==> src/rtl/rm25c256_rd_ctrl_if.sv <==
// Host-side request/response bundle for the RM25C256 read controller.
// The host (master) issues start/addr/len and observes busy/done and the
// received byte stream; the controller is the slave.
interface rm25c256_rd_ctrl_if #(
  parameter int LEN_W = 8
) ();
  logic             start;
  logic [15:0]      addr;
  logic [LEN_W-1:0] len;
  logic             busy;
  logic             done;
  logic [7:0]       rd_data;
  logic             rd_valid;

  modport master (
    output start, addr, len,
    input  busy, done, rd_data, rd_valid
  );

  modport slave (
    input  start, addr, len,
    output busy, done, rd_data, rd_valid
  );
endinterface

==> src/rtl/rm25c256_rd_ctrl.sv <==
// RM25C256 SPI EEPROM sequential-read controller (SPI mode 0).
// Sends READ (0x03) plus a 16-bit address, then clocks in len bytes,
// handing each one out with a single-cycle rd_valid strobe.
// The sequence is SETUP (H cycles) -> SHIFT -> HOLD (H cycles) ->
// DESEL (CLK_SCK_SCAL cycles) -> one done cycle -> IDLE.
module rm25c256_rd_ctrl #(
  parameter int CLK_SCK_SCAL = 40,
  parameter int LEN_W        = 8
) (
  input  logic                clk,
  input  logic                reset_n,
  rm25c256_rd_ctrl_if.slave   host,
  output logic                csb,
  output logic                sck,
  output logic                mosi,
  input  logic                miso
);

  localparam int     H        = CLK_SCK_SCAL / 2;
  localparam int     PH_W     = $clog2(CLK_SCK_SCAL);
  localparam longint MAX_BITS = 24 + 8 * ((longint'(1) << LEN_W) - 1);
  localparam int     BC_W     = $clog2(MAX_BITS);

  localparam logic [PH_W-1:0] H_M1 = PH_W'(H - 1);
  localparam logic [PH_W-1:0] P_M1 = PH_W'(CLK_SCK_SCAL - 1);
  localparam logic [7:0]      CMD_READ = 8'h03;

  localparam logic [2:0] S_IDLE  = 3'd0;
  localparam logic [2:0] S_SETUP = 3'd1;
  localparam logic [2:0] S_SHIFT = 3'd2;
  localparam logic [2:0] S_HOLD  = 3'd3;
  localparam logic [2:0] S_DESEL = 3'd4;

  logic [2:0]      state;
  logic [PH_W-1:0] ph;        // position inside the current SCK period / phase
  logic [BC_W-1:0] bitc;      // bit index within the whole frame (cmd+addr+data)
  logic [BC_W-1:0] last_m1;   // index of the final frame bit, 23 + 8*len
  logic [23:0]     tx_sr;     // command+address, MSB first, zero-filled on shift
  logic [6:0]      rx_sr;     // first seven bits of the byte being received
  logic            busy_q;
  logic            done_q;
  logic [7:0]      rd_data_q;
  logic            rd_valid_q;
  logic            sample_en;

  assign host.busy     = busy_q;
  assign host.done     = done_q;
  assign host.rd_data  = rd_data_q;
  assign host.rd_valid = rd_valid_q;

  // miso is taken on the edge that raises sck, only once the data bits begin
  assign sample_en = (state == S_SHIFT) && (ph == H_M1) && (bitc >= BC_W'(24));

  // Frame sequencer: state, SCK phase/bit counting and all SPI pin drive
  always_ff @(posedge clk or negedge reset_n) begin
    if (!reset_n) begin
      state   <= S_IDLE;
      ph      <= '0;
      bitc    <= '0;
      last_m1 <= '0;
      tx_sr   <= '0;
      busy_q  <= 1'b0;
      done_q  <= 1'b0;
      csb     <= 1'b1;
      sck     <= 1'b0;
      mosi    <= 1'b0;
    end else begin
      case (state)
        S_IDLE: begin
          if (host.start && (host.len != '0)) begin
            state   <= S_SETUP;
            ph      <= '0;
            bitc    <= '0;
            tx_sr   <= {CMD_READ, host.addr};
            last_m1 <= BC_W'(23) + (BC_W'(host.len) << 3);
            busy_q  <= 1'b1;
            csb     <= 1'b0;
            mosi    <= CMD_READ[7];
          end
        end

        S_SETUP: begin
          if (ph == H_M1) begin
            state <= S_SHIFT;
            ph    <= '0;
          end else begin
            ph <= ph + PH_W'(1);
          end
        end

        S_SHIFT: begin
          if (ph == H_M1) begin
            sck <= 1'b1;
            ph  <= ph + PH_W'(1);
          end else if (ph == P_M1) begin
            // falling edge: the only place mosi is allowed to move
            sck <= 1'b0;
            ph  <= '0;
            if (bitc == last_m1) begin
              state <= S_HOLD;
              mosi  <= 1'b0;
            end else begin
              bitc  <= bitc + BC_W'(1);
              tx_sr <= {tx_sr[22:0], 1'b0};
              mosi  <= tx_sr[22];
            end
          end else begin
            ph <= ph + PH_W'(1);
          end
        end

        S_HOLD: begin
          if (ph == H_M1) begin
            state <= S_DESEL;
            csb   <= 1'b1;
            ph    <= '0;
          end else begin
            ph <= ph + PH_W'(1);
          end
        end

        S_DESEL: begin
          if (done_q) begin
            state  <= S_IDLE;
            busy_q <= 1'b0;
            done_q <= 1'b0;
            ph     <= '0;
            bitc   <= '0;
          end else if (ph == P_M1) begin
            done_q <= 1'b1;
          end else begin
            ph <= ph + PH_W'(1);
          end
        end

        default: begin
          state  <= S_IDLE;
          busy_q <= 1'b0;
          done_q <= 1'b0;
          csb    <= 1'b1;
          sck    <= 1'b0;
          mosi   <= 1'b0;
        end
      endcase
    end
  end

  // Receive path: assemble bytes MSB first, publish each with a one-cycle strobe
  always_ff @(posedge clk or negedge reset_n) begin
    if (!reset_n) begin
      rx_sr      <= '0;
      rd_data_q  <= '0;
      rd_valid_q <= 1'b0;
    end else begin
      rd_valid_q <= 1'b0;
      if (sample_en) begin
        rx_sr <= {rx_sr[5:0], miso};
        // data bits start at index 24, so the low three bits mark the byte's last bit
        if (bitc[2:0] == 3'b111) begin
          rd_data_q  <= {rx_sr, miso};
          rd_valid_q <= 1'b1;
        end
      end
    end
  end

endmodule

==> src/flat_wrapper.sv <==
// flat-port wrapper written by rule: the top's interface ports become plain ports
module rm25c256_rd_ctrl_flat 
#(
  parameter int CLK_SCK_SCAL = 40,
  parameter int LEN_W        = 8
)
  (clk, reset_n, csb, sck, mosi, miso, host_start, host_addr, host_len, host_busy, host_done, host_rd_data, host_rd_valid);
  rm25c256_rd_ctrl_if #(.LEN_W(LEN_W)) host_i ();
  input  logic clk;
  input  logic reset_n;
  output logic csb;
  output logic sck;
  output logic mosi;
  input  logic miso;
  input wire logic [$bits(host_i.start)-1:0] host_start;
  input wire logic [$bits(host_i.addr)-1:0] host_addr;
  input wire logic [$bits(host_i.len)-1:0] host_len;
  output wire logic [$bits(host_i.busy)-1:0] host_busy;
  output wire logic [$bits(host_i.done)-1:0] host_done;
  output wire logic [$bits(host_i.rd_data)-1:0] host_rd_data;
  output wire logic [$bits(host_i.rd_valid)-1:0] host_rd_valid;
  assign host_i.start = host_start;
  assign host_i.addr = host_addr;
  assign host_i.len = host_len;
  assign host_busy = host_i.busy;
  assign host_done = host_i.done;
  assign host_rd_data = host_i.rd_data;
  assign host_rd_valid = host_i.rd_valid;
  rm25c256_rd_ctrl #(.CLK_SCK_SCAL(CLK_SCK_SCAL), .LEN_W(LEN_W)) u_core (.clk(clk), .reset_n(reset_n), .host(host_i), .csb(csb), .sck(sck), .mosi(mosi), .miso(miso));
endmodule
==> config.mk <==
export PLATFORM = sky130hd
export DESIGN_NAME = rm25c256_rd_ctrl_flat
export DESIGN_NICKNAME = d
export VERILOG_FILES = /design/src/rtl/rm25c256_rd_ctrl_if.sv /design/src/rtl/rm25c256_rd_ctrl.sv /design/src/flat_wrapper.sv
export SDC_FILE = /design/constraint.sdc
export NUM_CORES = 1
export LEC_CHECK = 0
export BUFFER_PORTS_ARGS = -buffer_cell sky130_fd_sc_hd__buf_4
export CORE_AREA = 2 2 87 89
export DETAILED_ROUTE_END_ITERATION = 7
export DIE_AREA = 0 0 89 91
export GPL_TIMING_DRIVEN = 0
export PLACE_DENSITY = 0.84
export SYNTH_ARGS = -nofsm -noshare
export SYNTH_HDL_FRONTEND = slang
export SYNTH_SLANG_ARGS = --single-unit
==> constraint.sdc <==
create_clock -name clk -period 3.3 [get_ports clk]
set_input_delay 0.66 -clock clk [delete_from_list [all_inputs] [get_ports clk]]
set_output_delay 0.66 -clock clk [all_outputs]
set_load 0.02 [all_outputs]
==> impl_results.md <==
* Layout cells sized above 1 at 22.7%
* DRT Pass-1 Iters at 4
* Total Routing Usage GR at between 20 and 25%
* Min Tclk post-route at approximately 2.6 ns
* Part of the power in combinational logic at approximately 28%
* Final worst slack at between 0.7 and 0.8 ns
* Post-synthesis cell type count at 54
* Max-cap violations at 0
* CTS Buffer Depth at 2
* Sequential Power Share at around 48%
* H-tree depth at 3
* NetSw at slightly above 900 µW
* Initial Util at between 50% and 60%
* First-pass GRT wire length at ~13,000 µm
* Sw frac at approximately a third
* Num ports at 42
* Clock share of power at 24.1%
* Max Fanout on Critical Path at 10
* Final Non-Filler Cells at ~530
* Register Area at about 0.0019 mm²
* Final Max Tran Viols at 0
* Mapped Avg Cell Area at 10.3 µm²
* Gpl congestion at between 0.8 and 0.9
* Post-synth EDFFs at 0
* Worst-margin pin slew at between 0.9 and 1 ns
* Multi-input logic area at 0.00181 mm²
* Ys flop type: dfrtp_1
* Final hold vios at 0
* Ys async rst share at 100%
* Post-Synthesis Cell Area at between 0.003 and 0.004 mm²
* Core ar. at around 0.0071 mm²
* Final setup viols at 0
* WP data arrival at between 2 and 3 ns
* Die width at between 80 and 90 µm
* Fin crit share at 78.7%
* Clock transition at path regs at 0.08 ns
* Die Ht at slightly above 90 µm
* Sequential-to-total area share from yosys stat at just under 50%
* DRC violations left at 0
* DP Worst Slack at 0.332 ns
* CTS Hold Buffers Added at 0
* F_max at a little under 0.4 GHz
* Vias per inst at ~5.6
* Synthesized net count at 405
* CTS tree: built
* Worst r2r src: u_core.state[0]$_DFFE_PN0P_
* Placed Cells at about 510
* Post-layout nets at roughly 460
* Cts bufs inserted at 9
* Reg2reg setup slack at 0.80 ns
* Worst vdd ir at around 270 µV
* Placed cell areas at approximately 0.0043 mm²
* Status: finished, final reports clean
* Crit path kind: in -> reg
* Min-delay worst type: in -> async
* CP startpoint: host_len[5]
* N_diodes at 0
* Final instance area at ~0.0044 mm²
* Crit path capture type: register
* YS warnings at 0
* Pwr dens at between 600 and 700 mW/mm²
* Std-Cell Rows at 31
* Cells after Synth at between 300 and 400
* Die area at 0.00810 mm²
* GRT overflow at 0
* Req. time, crit path at roughly 3.5 ns
* CP Launch Type: input port
* Slew headroom at roughly two fifths
* Final setup TNS at 0 ns
* Worst Skew at 0.0120 ns
* Leakage at slightly above 2 nW
* Final wirelength at just under 8000 µm
* Initial antenna violation count at 0
* Syn-to-layout area delta at 16.1%
* Filler cells at around 590
* Clk sink count at 75
* Post-DRT Antenna Nets at 0
* Setup Fix Bufs, Post-CTS at 0
* Root Driver: clkbuf_8
* Vias in the first global route at about 2,900
* Port Buffers at 41
* DP HPWL at approximately 5500 µm
* 1st-iter DRT viols at approximately 190
* P_int at 1.83 mW
* CTS resizes at 0
* Clk_lat worst skew at between 0.3 and 0.4 ns
* RSZ-0062 raised after global routing: false
* Via count at slightly below 3,000
* Post-synthesis sequential element count at 75
* Wire per inst at about 15 µm
* Largest net degree at the start of global routing at 76
==> routing by layer <==
metal	vias up	GRT usage [%]	wire length (µm)
met5	-	0	0
met4	0	10.7	219
met3	21	3.91	327
met2	78	32.2	3700
met1	1409	27.4	3440
li1	1423	-	-
==> kinds of logic after synthesis <==
logic type | count (synthesis) | synth area share, %
muxes | 38 | 12.0
AOI/OAI and AO/OA | 67 | 12.2
and+or+nand+nor | 139 | 17.7
adders and majority gates | 6 | 1.96
DFF | 75 | 49.0
xor gates and xnor gates | 15 | 3.43
buffers and inverters | 31 | 3.66
==> cells in the mapped netlist, types with 2 or more instances <==
library cell  instances  area share [%]
o211ai_1              6             1.2
or2_2                 4            0.65
nand2_1              70             6.9
nand3_1              11             1.4
nand2b_1              7             1.1
nand4_1               5            0.82
inv_1                12             1.2
o31ai_1              10             2.0
a21oi_1               4            0.52
dfrtp_1              74              48
a22o_1                9             2.1
and3_1                6            0.98
clkbuf_1             14             1.4
buf_6                 3            0.88
mux2i_1               7             1.8
or3_1                 3            0.49
a21boi_0              2            0.39
nor2b_1               4            0.65
or4_1                 3            0.59
o21a_1                3            0.59
nor2_1                9            0.88
mux2_4               11             4.3
mux2_2               20             5.9
ha_1                  6             2.0
a22oi_1               3            0.59
xnor2_1              14             3.2
nor3_1                3            0.39
nor4_1                6            0.98
o21ai_0              17             2.2
==> state kept, by name (all words and copies together) (netlist names) <==
| name | count |
|---|---|
| u_core.host.done | 1 |
| u_core.host.rd_data | 8 |
| u_core.sck | 1 |
| u_core.rx_sr | 7 |
| u_core.host.busy | 1 |
| u_core.tx_sr | 23 |
| u_core.last_m1 | 10 |
| u_core.host.rd_valid | 1 |
| u_core.state | 3 |
| u_core.bitc | 12 |
| u_core.csb | 1 |
| u_core.ph | 6 |
| u_core.mosi | 1 |
==> critical path, cell delays in order <==
cell and delay [ns]:
buf_4 0.12, or4_1 0.57, o21ai_1 0.39, a211o_1 0.27, or3_1 0.14, buf_2 0.17
buf_6 0.20, mux2_4 0.32
==> power by group through the flow <==
stage | sequential [mW] | clock (mW) | combinational, mW
after floorplan | 1.31 | 0 | 0.579
after global placement | 1.33 | 0 | 0.731
after detailed placement | 1.35 | 0 | 0.767
after CTS | 1.33 | 0.675 | 0.771
after global routing | 1.36 | 0.719 | 0.858
final | 1.33 | 0.664 | 0.765
==> final cells by class <==
type	instances	area share [%]
Buffer	19	2.14
Clock buffer	9	2.78
Multi-Input combinational cell	265	40.8
Tap cell	99	2.78
Clock inverter	7	1.38
Sequential cell	75	42.2
Timing Repair Buffer	41	6.92
Inverter	12	1.01
==> cells in the final DEF, fill, tap and decap left out, types with 4 or more instances in the layout <==
master and count:
dfrtp_1 74, nand2_1 70, buf_4 41, mux2_2 20, o21ai_0 17, clkbuf_1 14
xnor2_1 14, inv_1 12, nand3_1 11, mux2_4 11, o31ai_1 10, nor2_1 9
a22o_1 9, clkbuf_8 9, mux2i_1 7, nand2b_1 7, nor4_1 6, and3_1 6
o211ai_1 6, ha_1 6, nand4_1 5, or2_2 4, nor2b_1 4, a21oi_1 4
==> worst paths after layout <==
kind | to | cells after the start
setup / recovery | u_core.tx_sr[13]$_DFFE_PN0P_ | 8
hold / removal | u_core.tx_sr[4]$_DFFE_PN0P_ | 1
setup reg to reg | u_core.tx_sr[13]$_DFFE_PN0P_ | 7
hold reg to reg | u_core.tx_sr[0]$_DFFE_PN0P_ | 1
max in group asynchronous | u_core.rx_sr[0]$_DFFE_PN0P_ | 1
min in group clk | u_core.tx_sr[0]$_DFFE_PN0P_ | 1
==> metrics by stage <==
step | hold WS (ns) | util, % | power [mW]
after floorplan | 0.364 | - | 1.89
after global placement | 0.473 | 59.7 | 2.06
after detailed placement | 0.482 | 59.7 | 2.11
after CTS | 0.470 | 62.3 | 2.78
after global routing | 0.520 | 62.3 | 2.94
final | 0.446 | 62.3 | 2.76
Note: power is estimated with default switching activity, not from simulation.
